--- src/rtl/mem_port_arbiter.sv ---
// mem_port_arbiter: round-robin arbiter folding NUM_PORTS request ports onto
// one downstream memory port. The arbiter holds its choice while a request
// stalls. A small ID FIFO routes the in-order responses back to their ports.
module mem_port_arbiter #(
   parameter int NUM_PORTS       = 2,
   parameter int ADDR_WIDTH      = 32,
   parameter int DATA_WIDTH      = 32,
   parameter int MAX_OUTSTANDING = 4
) (
   input  logic                                clk_i,
   input  logic                                rst_i,
   input  logic [NUM_PORTS-1:0]                port_req_i,
   input  logic [NUM_PORTS*ADDR_WIDTH-1:0]     port_addr_i,
   input  logic [NUM_PORTS-1:0]                port_we_i,
   input  logic [NUM_PORTS*DATA_WIDTH/8-1:0]   port_be_i,
   input  logic [NUM_PORTS*DATA_WIDTH-1:0]     port_wdata_i,
   output logic [NUM_PORTS-1:0]                port_gnt_o,
   output logic [NUM_PORTS-1:0]                port_rvalid_o,
   output logic [DATA_WIDTH-1:0]               port_rdata_o,
   output logic                                mem_req_o,
   output logic [ADDR_WIDTH-1:0]               mem_addr_o,
   output logic                                mem_we_o,
   output logic [DATA_WIDTH/8-1:0]             mem_be_o,
   output logic [DATA_WIDTH-1:0]               mem_wdata_o,
   input  logic                                mem_gnt_i,
   input  logic                                mem_rvalid_i,
   input  logic [DATA_WIDTH-1:0]               mem_rdata_i,
   output logic                                resp_err_o
);

   localparam int BE_W = DATA_WIDTH / 8;
   localparam int PW   = (NUM_PORTS > 1) ? $clog2(NUM_PORTS) : 1;
   localparam int FW   = (MAX_OUTSTANDING > 1) ? $clog2(MAX_OUTSTANDING) : 1;
   localparam int CW   = $clog2(MAX_OUTSTANDING + 1);

   localparam logic [0:0] ST_IDLE   = 1'b0;
   localparam logic [0:0] ST_LOCKED = 1'b1;

   logic [NUM_PORTS-1:0][ADDR_WIDTH-1:0] addr_arr;
   logic [NUM_PORTS-1:0][BE_W-1:0]       be_arr;
   logic [NUM_PORTS-1:0][DATA_WIDTH-1:0] wdata_arr;

   assign addr_arr  = port_addr_i;
   assign be_arr    = port_be_i;
   assign wdata_arr = port_wdata_i;

   logic [0:0]    state;
   logic [PW-1:0] rr_ptr, lock_idx, rr_sel, rr_cand, sel;
   logic          rr_hit;
   logic [CW-1:0] count;
   logic [FW-1:0] wr_ptr, rd_ptr;
   logic [PW-1:0] id_fifo [MAX_OUTSTANDING];
   logic          push, pop, empty_rsp;

   // Round-robin search starting at rr_ptr; the first requester wins
   always_comb begin
      rr_sel  = rr_ptr;
      rr_cand = rr_ptr;
      rr_hit  = 1'b0;
      for (int i = 0; i < NUM_PORTS; i++) begin
         rr_cand = PW'((int'(rr_ptr) + i) % NUM_PORTS);
         if (!rr_hit && port_req_i[rr_cand]) begin
            rr_hit = 1'b1;
            rr_sel = rr_cand;
         end
      end
   end

   // While a request is stalled, keep presenting the locked port
   assign sel = (state == ST_LOCKED) ? lock_idx : rr_sel;

   // A full FIFO blocks new requests even when a pop happens in the same cycle
   assign mem_req_o = port_req_i[sel] & (count < CW'(MAX_OUTSTANDING)) & ~rst_i;
   assign push      = mem_req_o & mem_gnt_i;
   assign pop       = mem_rvalid_i & (count != '0) & ~rst_i;
   assign empty_rsp = mem_rvalid_i & (count == '0);

   // Downstream mux; the bus is zero whenever no request is presented
   always_comb begin
      mem_addr_o  = '0;
      mem_we_o    = 1'b0;
      mem_be_o    = '0;
      mem_wdata_o = '0;
      if (mem_req_o) begin
         mem_addr_o  = addr_arr[sel];
         mem_we_o    = port_we_i[sel];
         mem_be_o    = be_arr[sel];
         mem_wdata_o = wdata_arr[sel];
      end
   end

   // Zero-latency grant and response steering
   always_comb begin
      port_gnt_o    = '0;
      port_rvalid_o = '0;
      if (push) port_gnt_o[sel] = 1'b1;
      if (pop)  port_rvalid_o[id_fifo[rd_ptr]] = 1'b1;
   end

   assign port_rdata_o = mem_rdata_i;

   // Lock FSM: latch the chosen port when the request stalls, release on grant
   always_ff @(posedge clk_i) begin
      if (rst_i) begin
         state    <= ST_IDLE;
         lock_idx <= '0;
      end else begin
         case (state)
            ST_IDLE:
               if (mem_req_o && !mem_gnt_i) begin
                  state    <= ST_LOCKED;
                  lock_idx <= sel;
               end
            default:
               if (mem_gnt_i) state <= ST_IDLE;
         endcase
      end
   end

   // Advance the round-robin pointer past the port that just transferred
   always_ff @(posedge clk_i) begin
      if (rst_i)     rr_ptr <= '0;
      else if (push) rr_ptr <= (sel == PW'(NUM_PORTS - 1)) ? '0 : sel + 1'b1;
   end

   // ID FIFO storage; contents are valid only below count, so no reset needed
   always_ff @(posedge clk_i) begin
      if (push) id_fifo[wr_ptr] <= sel;
   end

   // FIFO pointers and occupancy
   always_ff @(posedge clk_i) begin
      if (rst_i) begin
         wr_ptr <= '0;
         rd_ptr <= '0;
         count  <= '0;
      end else begin
         if (push) wr_ptr <= (wr_ptr == FW'(MAX_OUTSTANDING - 1)) ? '0 : wr_ptr + 1'b1;
         if (pop)  rd_ptr <= (rd_ptr == FW'(MAX_OUTSTANDING - 1)) ? '0 : rd_ptr + 1'b1;
         case ({push, pop})
            2'b10:   count <= count + 1'b1;
            2'b01:   count <= count - 1'b1;
            default: count <= count;
         endcase
      end
   end

   // Sticky flag for a response arriving with nothing outstanding
   always_ff @(posedge clk_i) begin
      if (rst_i)          resp_err_o <= 1'b0;
      else if (empty_rsp) resp_err_o <= 1'b1;
   end

endmodule

--- config.mk ---
export PLATFORM = sky130hd
export DESIGN_NAME = mem_port_arbiter
export DESIGN_NICKNAME = d
export VERILOG_FILES = /design/src/rtl/mem_port_arbiter.sv
export SDC_FILE = /design/constraint.sdc
export NUM_CORES = 1
export LEC_CHECK = 0
export ABC_AREA = 1
export CAP_MARGIN = 5
export CELL_PAD_IN_SITES_DETAIL_PLACEMENT = 1
export CELL_PAD_IN_SITES_GLOBAL_PLACEMENT = 1
export CORE_ASPECT_RATIO = 0.7
export CORE_UTILIZATION = 15
export DETAILED_ROUTE_END_ITERATION = 10
export PLACE_DENSITY = 0.92
export SLEW_MARGIN = 20
export SYNTH_ARGS = -nofsm -noshare
export SYNTH_HDL_FRONTEND = slang
export SYNTH_SLANG_ARGS = --single-unit
export TNS_END_PERCENT = 20
--- constraint.sdc ---
create_clock -name clk_i -period 6.5 [get_ports clk_i]
set_input_delay 0.65 -clock clk_i [delete_from_list [all_inputs] [get_ports clk_i]]
set_output_delay 0.65 -clock clk_i [all_outputs]
set_load 0.005 [all_outputs]
==> run metrics, run 1 <==
status=complete, no violations; global-route wire length before repair=14540 um; Req. time, crit path=5850 ps; most frequent cells in the layout=218 x clkdlybuf4s50_1, 158 x nand2_1, 65 x a21oi_1; cts repair resizes=0; Synth Register Bits=17; Iter 0 DRT Violations=97; clock transition at the registers of the reported paths=50 ps; Max FO, Critical Path=38; postcts setup bufs=0; antenna-violating nets left=0; CP Class=input port to primary output; worst-path cell chain=clkdlybuf4s50_1 > inv_1 > nand2_1 > nand2_1 > nand2_2 > nand2_2 > inv_2 > buf_4 > nand2_1 > a21oi_1 > clkdlybuf4s50_1; gr usage total=12.46%; DIE HEIGHT=101.7 um; highest clock rate=247.8 MHz; CORE AREA=13870 um2; Die ar.=14680 um2; vias after detailed routing=2962; endpoints failing setup=0; non-filler cells, final=734; Final Hold Fails=0; Clock Skew=1.219 ps; Cell Area, Synth=2128 um2; post-synth cell types=28; Syn Area/Cell=5.706 um2; period utilisation layout=62.08%; setup TNS=0 ps; PwrDens=123.1 nW/um2; Worst-Margin Slew=794.1 ps; Pleak=1.696 nW; Syn Nets=556; startpoint types=input port; I/O Buffers=218; maximum clock insertion buffer count=2; crit-path max cell delay=560 ps; Filler cells=1740; top cell type's share of synthesized area=27.87%; area grow syn2layout=101.9%; CTS Buf Count=3; Site Rows=36; Clock Latency Late Sink=250 ps; Post-CTS Hold Buffers=0; EDFF count, synth=4; detailed-route DRC error count=0; path depth of the worst reg2reg path=14; CTS H-tree lvls=1; initial antenna violation count=0; Congestion Overflow GR=0; pin count of the biggest net entering global routing=76; Worst Setup End Kind=primary output; HP Class=register to register; unrepaired setup endpoints after global routing=no; Nets=728; Worst path most repeated cell=nand2_1; max-slew violations=0; maximum capacitance violations=0; DRT Pass-1 Iters=4; CP bufs+invs=5; Die Width=144.4 um; Mapped Cells=373; layout cell share with drive strength beyond 1=4.412%; CTS Root Cell=clkbuf_16; vias per cell=4.035; CTS Sinks=17; Rel. slew slack=47.06%; largest cells by area after synthesis=nand2_1 28%, a21oi_1 15%, dfxtp_1 12%; family with the most delay on the worst path=buffers and inverters; DR WL/cell=13.43 um; Post-synth top flop=dfxtp_1; diode count=0; ys async rst share=0%; WP depth=11; CTS tree=built; placed cells=730; WP data arrival=3390 ps; I/O pin cnt=283; dpl hpwl=7810 um; drt total wl=9861 um; Yosys top cell by area=nand2_1; Max IR drop VDD=0.07867 mV; sequential fraction of the synthesis area=17.87%; most common cell after layout, fill and taps aside=clkdlybuf4s50_1; Hold Path Stages=1; Initial Utilization=15.34%; Synth warnings=0; vias in the first global route=2814; slowest CP cell=clkdlybuf4s50_1; Tmin final=4035 ps; Placer Congestion=0.7578
-- per-layer routing --
layer,up-vias,routed length [um],GRT usage [%]
li1,1489,-,-
met3,10,922,4.728
met2,132,4646,20.49
met4,0,83,2.024
met5,-,0,0
met1,1331,4209,15.66
-- worst paths after layout --
path | end | from | slack (ps)
worst max-delay path | mem_wdata_o[27] | port_req_i[0] | 2460
worst max register to register | count[2] | rr_ptr | 3440
worst min register to register | resp_err_o | resp_err_o | 520
worst min-delay path | resp_err_o | resp_err_o | 520
-- worst reg2reg max path: cells and delay by family, from the launching register on --
| family | cells | cell delay [ps] |
|---|---|---|
| buf+inv | 3 | 710 |
| simple gates | 5 | 800 |
| compound gates | 3 | 370 |
| fa+ha+maj | 2 | 590 |
| xor+xnor | 1 | 150 |
| flops | 1 | 320 |
-- synthesized netlist by cell type (2+ instances only) --
master	count
a21oi_1	65
a21oi_2	11
buf_1	2
buf_2	13
buf_4	32
buf_6	2
clkbuf_1	5
dfxtp_1	13
edfxtp_1	4
ha_1	6
inv_1	22
inv_2	2
nand2_1	158
nand2_2	2
nand4_1	2
nor2_1	20
o21ai_0	3
-- cell type report --
| type | count | area [um2] | share of cell area, % |
|---|---|---|---|
| flip-flops and latches | 17 | 380.4 | 8.853 |
| well taps | 190 | 237.7 | 5.533 |
| multi-input cells | 278 | 1304 | 30.34 |
| clock buffers | 3 | 75.07 | 1.747 |
| clock inverters | 1 | 5.005 | 0.1165 |
| repair buffers | 221 | 2205 | 51.31 |
| inverters | 24 | 90.09 | 2.097 |
-- cell families after synthesis --
group,after synthesis,synth area share (%)
AOI/OAI and AO/OA,83,22.05
buffers and inverters,78,20.87
DFF,17,17.87
adders and majority gates,7,4.468
and+or+nand+nor,187,34.33
xor gates and xnor gates,1,0.4116
-- through the flow --
stage / utilization [%] / total power, mW / cell area [um2] / hold slack [ps] / setup WS (ps)
2_1_floorplan: - / 0.2455 / 2128 / 455.7 / 4041
3_3_place_gp: 30.39 / 0.4018 / 4217 / 447.0 / 2463
3_5_place_dp: 30.39 / 0.4070 / 4217 / 494.5 / 2430
4_1_cts: 30.97 / 0.5373 / 4297 / 512.6 / 2419
5_1_grt: 30.97 / 0.5684 / 4297 / 520.4 / 2222
6_report: 30.97 / 0.5288 / 4297 / 519.4 / 2465
-- where the power goes --
part           internal, mW  total (mW)  switching [mW]
Combinational         0.164       0.283           0.120
Sequential            0.115       0.119         0.00411
Clock                0.0825       0.127          0.0443
Total                 0.361       0.529           0.168
No activity file was read; power rests on OpenSTA's default activity.
==> inputs of run 2 (changes only) <==
CORE_UTILIZATION = 13   (was 15)
PLACE_DENSITY = 0.85   (was 0.92)
clock period = 3.7 ns   (was 6.5 ns; I/O delays follow)
==> run metrics, run 2 (same netlist as run 1, synthesis figures left out) <==
Hold Path Stages=1; Clock Skew=1.627 ps; Final Hold Fails=0; Iter 0 DRT Violations=137; Clock Latency Late Sink=250 ps; CTS Root Cell=clkbuf_16; Die Width=154.9 um; Site Rows=38; diode count=0; Rel. slew slack=65.25%; area grow syn2layout=104.7%; Clock power frac=23.3%; DIE HEIGHT=109.1 um; unrepaired setup endpoints after global routing=no; detailed-route DRC error count=0; maximum capacitance violations=0; vias after detailed routing=3017; CTS H-tree lvls=1; DR WL/cell=13.87 um; DRT Pass-1 Iters=4; slowest CP cell=clkdlybuf4s50_1; Nets=731; setup TNS=0 ps; WP data arrival=2730 ps; total power=933.8 uW; Worst Setup End Kind=primary output; Pleak=1.710 nW; Max FO, Critical Path=31; max-slew violations=0; period utilisation layout=83.77%; startpoint types=input port; I/O pin cnt=283; crit-path max cell delay=510 ps; global-route wire length before repair=16030 um; CTS Sinks=17; most common cell after layout, fill and taps aside=clkdlybuf4s50_1; switch share=31.78%; Max IR drop VDD=0.1576 mV; initial antenna violation count=0; Worst-Margin Slew=521.3 ps; CP Class=input port to primary output; drt total wl=10640 um; Congestion Overflow GR=0; postcts setup bufs=0; antenna-violating nets left=0; dpl hpwl=8489 um; Filler cells=1967; highest clock rate=322.6 MHz; PwrDens=214.3 nW/um2; Req. time, crit path=3330 ps; Initial Utilization=13.52%; CTS tree=built; sequential share of power=22.4%; Gate power share=54.3%; CTS Buf Count=3; vias per cell=3.934; vias in the first global route=3047; worst-path cell chain=clkdlybuf4s50_1 > inv_1 > nand2_1 > nand2_2 > a21oi_1 > nor2_4 > inv_2 > buf_4 > a21oi_1 > clkdlybuf4s50_1; I/O Buffers=218; most frequent cells in the layout=218 x clkdlybuf4s50_1, 158 x nand2_1, 65 x a21oi_1; layout cell share with drive strength beyond 1=4.936%; clock transition at the registers of the reported paths=50 ps; maximum clock insertion buffer count=2; Post-CTS Hold Buffers=0; Internal=637.0 uW; HP Class=register to register; non-filler cells, final=767; path depth of the worst reg2reg path=13; Tmin final=3100 ps; Sw Pwr=296.7 uW; Min Hold Slack=478.2 ps; CORE AREA=15740 um2; gr usage total=11.95%; Placer Congestion=0.8405; endpoints failing setup=0; Placement Cell Area=4277 um2; post-route cell area=4357 um2; pin count of the biggest net entering global routing=50; Die ar.=16900 um2; cts repair resizes=0; status=complete, no violations; placed cells=763
[run 2: per-layer routing]
metal | wire [um] | global-route usage (%)
met5 | 0 | 0
met4 | 32 | 1.414
met3 | 898 | 4.134
met2 | 4944 | 20.14
met1 | 4762 | 15.07
[run 2: final timing paths]
path,to,slack (ps),startpoint
worst min register to register,resp_err_o,480,resp_err_o
worst max-delay path,mem_wdata_o[26],600,port_req_i[1]
worst max register to register,count[2],1230,rr_ptr
worst min-delay path,resp_err_o,480,resp_err_o
[run 2: cell type report]
cell class                 count  area (um2)  area share (%)
sequential                    17       380.4           8.731
clock inverter                 1       5.005          0.1149
tap                          220       275.3           6.318
timing repair buffer         224        2227           51.12
multi-input combinational    278        1304           29.93
inverter                      24       90.09           2.068
clock buffer                   3       75.07           1.723
[run 2: critical path, delay by kind of cell]
kind,cells,cell delay (ps)
and+or+nand+nor,3,260
buffers and inverters,5,1720
AOI/OAI and AO/OA,2,360
[run 2: through the flow]
| step | utilization [%] | setup WS, ps |
|---|---|---|
| finish | 27.68 | 600.5 |
| global route | 27.68 | 418.6 |
| CTS | 27.68 | 569.9 |
| detailed placement | 27.17 | 576.0 |
| global placement | 27.17 | 623.7 |
| floorplan | - | 1521 |
[run 2: power by group through the flow]
stage                     Combinational [mW]  Sequential, mW  Clock (mW)
after global routing                   0.562           0.210       0.230
after global placement                 0.504           0.212           0
final                                  0.507           0.209       0.217
after floorplan                        0.221           0.211           0
after CTS                              0.518           0.208       0.224
after detailed placement               0.513           0.212           0
